<file path="src/rtl/bus_fabric_pkg.sv">
// Shared types and helpers for the CPU-to-slave bus fabric.
package bus_fabric_pkg;

  localparam int WAIT_W = 4;

  typedef enum logic [1:0] {
    IDLE   = 2'd0,
    ACCESS = 2'd1,
    WAIT   = 2'd2,
    RESP   = 2'd3
  } state_t;

  // Operands are zero-extended to 32 bits so the helper serves any ADDR_W up to 32.
  function automatic logic region_hit(input logic [31:0] addr,
                                      input logic [31:0] base,
                                      input logic [31:0] mask);
    return (addr & mask) == base;
  endfunction

endpackage

</file>
<file path="src/rtl/bus_region_decode.sv">
// Combinational address decoder: the lowest-index window that matches wins.
module bus_region_decode
  import bus_fabric_pkg::*;
#(
  parameter int                          N_SLAVES   = 4,
  parameter int                          ADDR_W     = 16,
  parameter int                          SEL_W      = 2,
  parameter logic [N_SLAVES*ADDR_W-1:0]  BASE_ADDRS = '0,
  parameter logic [N_SLAVES*ADDR_W-1:0]  ADDR_MASKS = '0
) (
  input  logic [ADDR_W-1:0] addr,
  output logic [SEL_W-1:0]  sel,
  output logic              hit
);

  logic [N_SLAVES-1:0] hits;

  for (genvar i = 0; i < N_SLAVES; i++) begin : g_win
    assign hits[i] = region_hit(32'(addr),
                                32'(BASE_ADDRS[i*ADDR_W +: ADDR_W]),
                                32'(ADDR_MASKS[i*ADDR_W +: ADDR_W]));
  end

  // Walk from the top down so the lowest matching index is the last assignment.
  always_comb begin
    sel = '0;
    hit = 1'b0;
    for (int i = N_SLAVES - 1; i >= 0; i--) begin
      if (hits[i]) begin
        sel = SEL_W'(i);
        hit = 1'b1;
      end
    end
  end

endmodule

</file>
<file path="src/rtl/bus_fabric.sv">
// Bus fabric top: request FSM, per-slave wait counter, read-data mux and sticky error capture.
module bus_fabric
  import bus_fabric_pkg::*;
#(
  parameter int                            N_SLAVES    = 4,
  parameter int                            ADDR_W      = 16,
  parameter int                            DATA_W      = 8,
  parameter logic [N_SLAVES*ADDR_W-1:0]    BASE_ADDRS  = {16'h3000, 16'h2000, 16'h1000, 16'h0000},
  parameter logic [N_SLAVES*ADDR_W-1:0]    ADDR_MASKS  = {16'hF000, 16'hF000, 16'hFF00, 16'hF800},
  parameter logic [N_SLAVES*WAIT_W-1:0]    WAIT_STATES = {4'd0, 4'd1, 4'd0, 4'd0}
) (
  input  logic                         clk,
  input  logic                         rst,
  input  logic [ADDR_W-1:0]            m_addr,
  input  logic [DATA_W-1:0]            m_din,
  input  logic                         m_w_en,
  input  logic                         m_r_en,
  output logic [DATA_W-1:0]            m_dout,
  output logic                         m_ready,
  output logic [ADDR_W-1:0]            s_addr,
  output logic [DATA_W-1:0]            s_din,
  output logic [N_SLAVES-1:0]          s_w_en,
  output logic [N_SLAVES-1:0]          s_r_en,
  input  logic [N_SLAVES*DATA_W-1:0]   s_dout,
  output logic                         bus_err,
  output logic [ADDR_W-1:0]            err_addr,
  input  logic                         err_clr
);

  localparam int SEL_W = (N_SLAVES > 1) ? $clog2(N_SLAVES) : 1;

  state_t              state_q, state_d;
  logic [SEL_W-1:0]    sel_q, dec_sel;
  logic                dec_hit;
  logic                wr_q;
  logic                err_pend_q;
  logic [WAIT_W-1:0]   cnt_q;
  logic                req, illegal;

  bus_region_decode #(
    .N_SLAVES   (N_SLAVES),
    .ADDR_W     (ADDR_W),
    .SEL_W      (SEL_W),
    .BASE_ADDRS (BASE_ADDRS),
    .ADDR_MASKS (ADDR_MASKS)
  ) u_decode (
    .addr (m_addr),
    .sel  (dec_sel),
    .hit  (dec_hit)
  );

  assign req     = m_w_en | m_r_en;
  assign illegal = (m_w_en & m_r_en) | ~dec_hit;

  always_ff @(posedge clk) begin
    if (rst) begin
      state_q    <= IDLE;
      sel_q      <= '0;
      wr_q       <= 1'b0;
      err_pend_q <= 1'b0;
      cnt_q      <= '0;
      s_addr     <= '0;
      s_din      <= '0;
      bus_err    <= 1'b0;
      err_addr   <= '0;
    end else begin
      state_q <= state_d;
      case (state_q)
        IDLE: if (req) begin
          s_addr     <= m_addr;
          s_din      <= m_din;
          wr_q       <= m_w_en;
          sel_q      <= dec_sel;
          err_pend_q <= illegal;
          // An unmapped access has no slave to wait on.
          cnt_q      <= dec_hit ? WAIT_STATES[dec_sel*WAIT_W +: WAIT_W] : '0;
        end
        WAIT:    cnt_q <= cnt_q - 1'b1;
        default: ;
      endcase
      // A new error beats a simultaneous clear and recaptures its address.
      if (state_q == RESP && err_pend_q) begin
        bus_err <= 1'b1;
        if (!bus_err || err_clr) err_addr <= s_addr;
      end else if (err_clr) begin
        bus_err <= 1'b0;
      end
    end
  end

  always_comb begin
    state_d = state_q;
    s_w_en  = '0;
    s_r_en  = '0;
    m_ready = 1'b0;
    m_dout  = '0;
    case (state_q)
      IDLE:   if (req) state_d = ACCESS;
      ACCESS: begin
        if (!err_pend_q) begin
          if (wr_q) s_w_en = N_SLAVES'(1) << sel_q;
          else      s_r_en = N_SLAVES'(1) << sel_q;
        end
        state_d = (cnt_q != '0) ? WAIT : RESP;
      end
      WAIT:   if (cnt_q == WAIT_W'(1)) state_d = RESP;
      RESP: begin
        m_ready = 1'b1;
        if (!wr_q && !err_pend_q) m_dout = s_dout[sel_q*DATA_W +: DATA_W];
        state_d = IDLE;
      end
      default: state_d = IDLE;
    endcase
  end

endmodule

</file>
<file path="config.mk">
export PLATFORM = sky130hd
export DESIGN_NAME = bus_fabric
export DESIGN_NICKNAME = d
export VERILOG_FILES = /design/src/rtl/bus_fabric_pkg.sv /design/src/rtl/bus_region_decode.sv /design/src/rtl/bus_fabric.sv
export SDC_FILE = /design/constraint.sdc
export NUM_CORES = 1
export LEC_CHECK = 0
export BUFFER_PORTS_ARGS = -buffer_cell sky130_fd_sc_hd__buf_2
export CORE_AREA = 2 2 81 83
export DETAILED_ROUTE_END_ITERATION = 10
export DIE_AREA = 0 0 83 85
export PLACE_DENSITY = 0.73
export SLEW_MARGIN = 10
export SYNTH_ARGS = -nofsm -noshare
export SYNTH_HDL_FRONTEND = slang
export SYNTH_HIERARCHICAL = 1
export SYNTH_SLANG_ARGS = --single-unit
</file>
<file path="constraint.sdc">
create_clock -name clk -period 1.55 [get_ports clk]
set_input_delay 0.2325 -clock clk [delete_from_list [all_inputs] [get_ports clk]]
set_output_delay 0.2325 -clock clk [all_outputs]
set_load 0.05 [all_outputs]
</file>
==> metrics.md <==
| Metric | Value |
|---|---|
| Async SR Flop Fraction | `0%` |
| Placer congestion estimate | `~0.8` |
| Sink Count | `51` |
| Critical path cell sequence | `buf_4 > mux4_2 > and3_4 > buf_6` |
| Final net count | `500` |
| Min-delay worst type | `in -> reg` |
| Highest clock rate | `around 530 MHz` |
| CTS H-Tree Depth | `2` |
| Worst-Margin Slew | `between 0.6 and 0.7 ns` |
| DRC Markers | `0` |
| Worst EP arrival | `around 1.7 ns` |
| IO Port Bufs | `roughly 120` |
| Most common cell in the synthesized netlist | `nand2_1` |
| VDD IR max | `0.00110 V` |
| Hold Fails Final Rpt | `0` |
| Final worst path period share | `122%` |
| Placed cells | `487` |
| DR vias | `2742` |
| Core Region | `6200 um^2` |
| Final Setup Violations | `21` |
| Failing checks | `setup timing` |
| CTS max path bufs | `2` |
| Slew margin rel. | `a little under three fifths` |
| Vias in the first global route | `2693` |
| Layout cells sized above 1 | `57.4%` |
| CTS tree | `built` |
| Routed len/inst | `around 16 um` |
| Die area | `7060 um^2` |
| Worst-path fanout max | `3` |
| Cell count after synthesis | `291` |
| Cell variety after synth | `37` |
| Seq cells post-synth | `around 50` |
| GRT Util Overall | `between 20% and 30%` |
| Total grt overflow | `0` |
| Final ANT Viol Nets | `0` |
| LEAKAGE | `roughly 0.0018 uW` |
| Initial antenna violation count | `0` |
| Number of synthesized flops with an enable pin | `0` |
| Detailed Route WL | `approximately 8.4 mm` |
| Fin Clk Skew | `about 0.0036 ns` |
| CP Capture Type | `output pin` |
| Starting Density | `between 30% and 40%` |
| R2R Setup Slk | `-0.18 ns` |
| Die extent in x | `83 um` |
| Mapped cell area | `2440 um^2` |
| Slew Viols, Final | `0` |
| Leading cell types by total area after synthesis | `dfxtp_1 42%, a21oi_1 9.8%, nand2_1 8.6%, mux4_2 7.4%, ha_1 4.1%` |
| Die height | `between 80 and 90 um` |
| First-pass GRT wire length | `12.2 mm` |
| MaxCap Viol Count | `0` |
| Non-filler cells, final | `around 510` |
| Vias/cell | `~5.4` |
| Leading register cell type out of synthesis | `dfxtp_1` |
| Critical path type | `reg -> out` |
| RSZ-0062 raised after global routing | `yes` |
| PD cells | `approximately 1500 nW/um^2` |
| Ports | `around 120` |
| Top post-synthesis cells by count | `56 x nand2_1, 51 x dfxtp_1, 48 x a21oi_1` |
| Setup TNS | `-4.36 ns` |
| N_diodes | `0` |
| Num rows | `29` |
| Area growth, synth to finish | `68.3%` |
| Worst EP required | `1.32 ns` |
| Num CTS Buffers | `5` |
| Yosys Warn Count | `6` |
| Mean post-synth cell area | `about 8.4 um^2` |
| CP max stage delay | `approximately 0.50 ns` |
| Yosys top cell by area | `dfxtp_1` |
| Critical Path Source Type | `flip-flop` |
| Final WS setup | `-0.339 ns` |
| Hpwl dp | `between 4 and 5 mm` |
| CTS root buf | `clkbuf_8` |
| Run status | `finished with violations` |
| Yosys top cell area share | `a little over two fifths` |
| Largest net degree at the start of global routing | `29` |
| Dpl ws | `-0.102 ns` |
| Min Tclk post-route | `roughly 1.9 ns` |
| Initial DRC Count | `120` |
| Syn Nets | `360` |
| Skew-Pair Late Insertion Delay | `~0.30 ns` |
| Pre-Repair DR Iteration Count | `4` |
| CP max-delay cell | `mux4_2` |
| Sequential cell area fraction in the yosys report | `between 40% and 50%` |
| Reg clk slew, reported paths | `roughly 0.090 ns` |
==> placed cells by master, fill, tap and decap left out, types with 2 or more instances in the layout <==
| cell | netlist | final |
|---|---|---|
| buf_4 | 0 | 20 |
| o21ai_1 | 0 | 2 |
| buf_8 | 0 | 10 |
| inv_1 | 6 | 3 |
| nand3b_1 | 2 | 2 |
| buf_2 | 7 | 101 |
| nor2_4 | 0 | 4 |
| nand2_1 | 56 | 46 |
| or3b_4 | 0 | 3 |
| or4_1 | 3 | 2 |
| mux4_2 | 8 | 8 |
| nand2_4 | 0 | 7 |
| buf_6 | 1 | 17 |
| and3_4 | 0 | 8 |
| nor2_1 | 7 | 3 |
| dfxtp_2 | 0 | 5 |
| dfxtp_1 | 51 | 45 |
| nand2_2 | 0 | 3 |
| a21oi_2 | 0 | 21 |
| ha_1 | 8 | 4 |
| and2_1 | 2 | 2 |
| ha_4 | 0 | 4 |
| clkbuf_8 | 0 | 6 |
| buf_12 | 0 | 3 |
| o21ai_0 | 18 | 16 |
| inv_2 | 0 | 2 |
| nand2b_1 | 6 | 5 |
| clkbuf_16 | 0 | 3 |
| nand3_1 | 17 | 16 |
| nor3_4 | 0 | 4 |
| a21oi_1 | 48 | 27 |
==> stage by stage <==
| step | power (uW) | area, um^2 | util, % | hold WS [ns] |
|---|---|---|---|---|
| global placement | 4090 | 3360 | 54.1 | 0.440 |
| finish | 6200 | 4110 | 66.2 | 0.159 |
| floorplan | 3400 | 2590 | - | 0.368 |
| CTS | 5290 | 3770 | 60.8 | 0.155 |
| detailed placement | 4150 | 3360 | 54.1 | 0.450 |
| global route | 6500 | 4110 | 66.2 | 0.155 |
==> power breakdown <==
part,leakage (uW),switching (uW),internal (uW)
Sequential,0.000420,183,1540
Combinational,0.00129,2060,1600
Clock,0.0000517,457,367
==> per-layer routing <==
metal | up-vias | global-route usage [%] | routed length (um)
met2 | 124 | 37.9 | 4450
li1 | 1304 | - | -
met1 | 1303 | 24.1 | 3250
met3 | 11 | 5.35 | 597
met4 | 0 | 6.86 | 66
met5 | - | 0 | 0
==> final cells by class <==
| cell class | instances | area [um^2] |
|---|---|---|
| Sequential cell | 51 | 1030 |
| Clock buffer | 6 | 82.6 |
| Multi-Input combinational cell | 213 | 1720 |
| Fill cell | 478 | 2100 |
| Tap cell | 77 | 96.3 |
| Timing Repair Buffer | 154 | 1130 |
| Clock inverter | 2 | 15.0 |
| Inverter | 6 | 30.0 |
==> logic make-up (layout without fill, tap and decap cells) <==
family / Yosys count / after routing / synth area share, %
and+or+nand+nor: 116 / 117 / 23.3
buffers and inverters: 28 / 168 / 4.97
DFF: 51 / 51 / 41.8
adders and majority gates: 8 / 8 / 4.10
AOI/OAI and AO/OA: 78 / 78 / 17.6
xor gates and xnor gates: 1 / 1 / 0.359
muxes: 9 / 9 / 7.79
==> critical path, delay by kind of cell, from the launching register on <==
kind                   cells  cell delay, ns
DFF                        1            0.38
and+or+nand+nor            1            0.20
muxes                      1            0.50
buffers and inverters      2            0.28
==> worst paths after layout <==
check | startpoint | end | cells after the start
max | sel_q[0] | m_dout[0] | 4
min | m_din[7] | s_din[7] | 3
max reg2reg | state_q[0] | cnt_q[0] | 8
min reg2reg | s_din[4] | s_din[4] | 2
==> flip-flops by register name, indices dropped and copies added, names as in the netlist <==
name	cells
err_addr	16
s_addr	16
s_din	8
cnt_q	4
sel_q	2
state_q	2
bus_err	1
err_pend_q	1
wr_q	1
==> timing repair <==
action,CTS,global route
pin swaps,18,24
gates cloned,1,4
setup endpoints to repair,25,39
buffers inserted,7,4
hold buffers,0,0
gates resized for setup,68,65
Power figures use the tool's default switching activity.
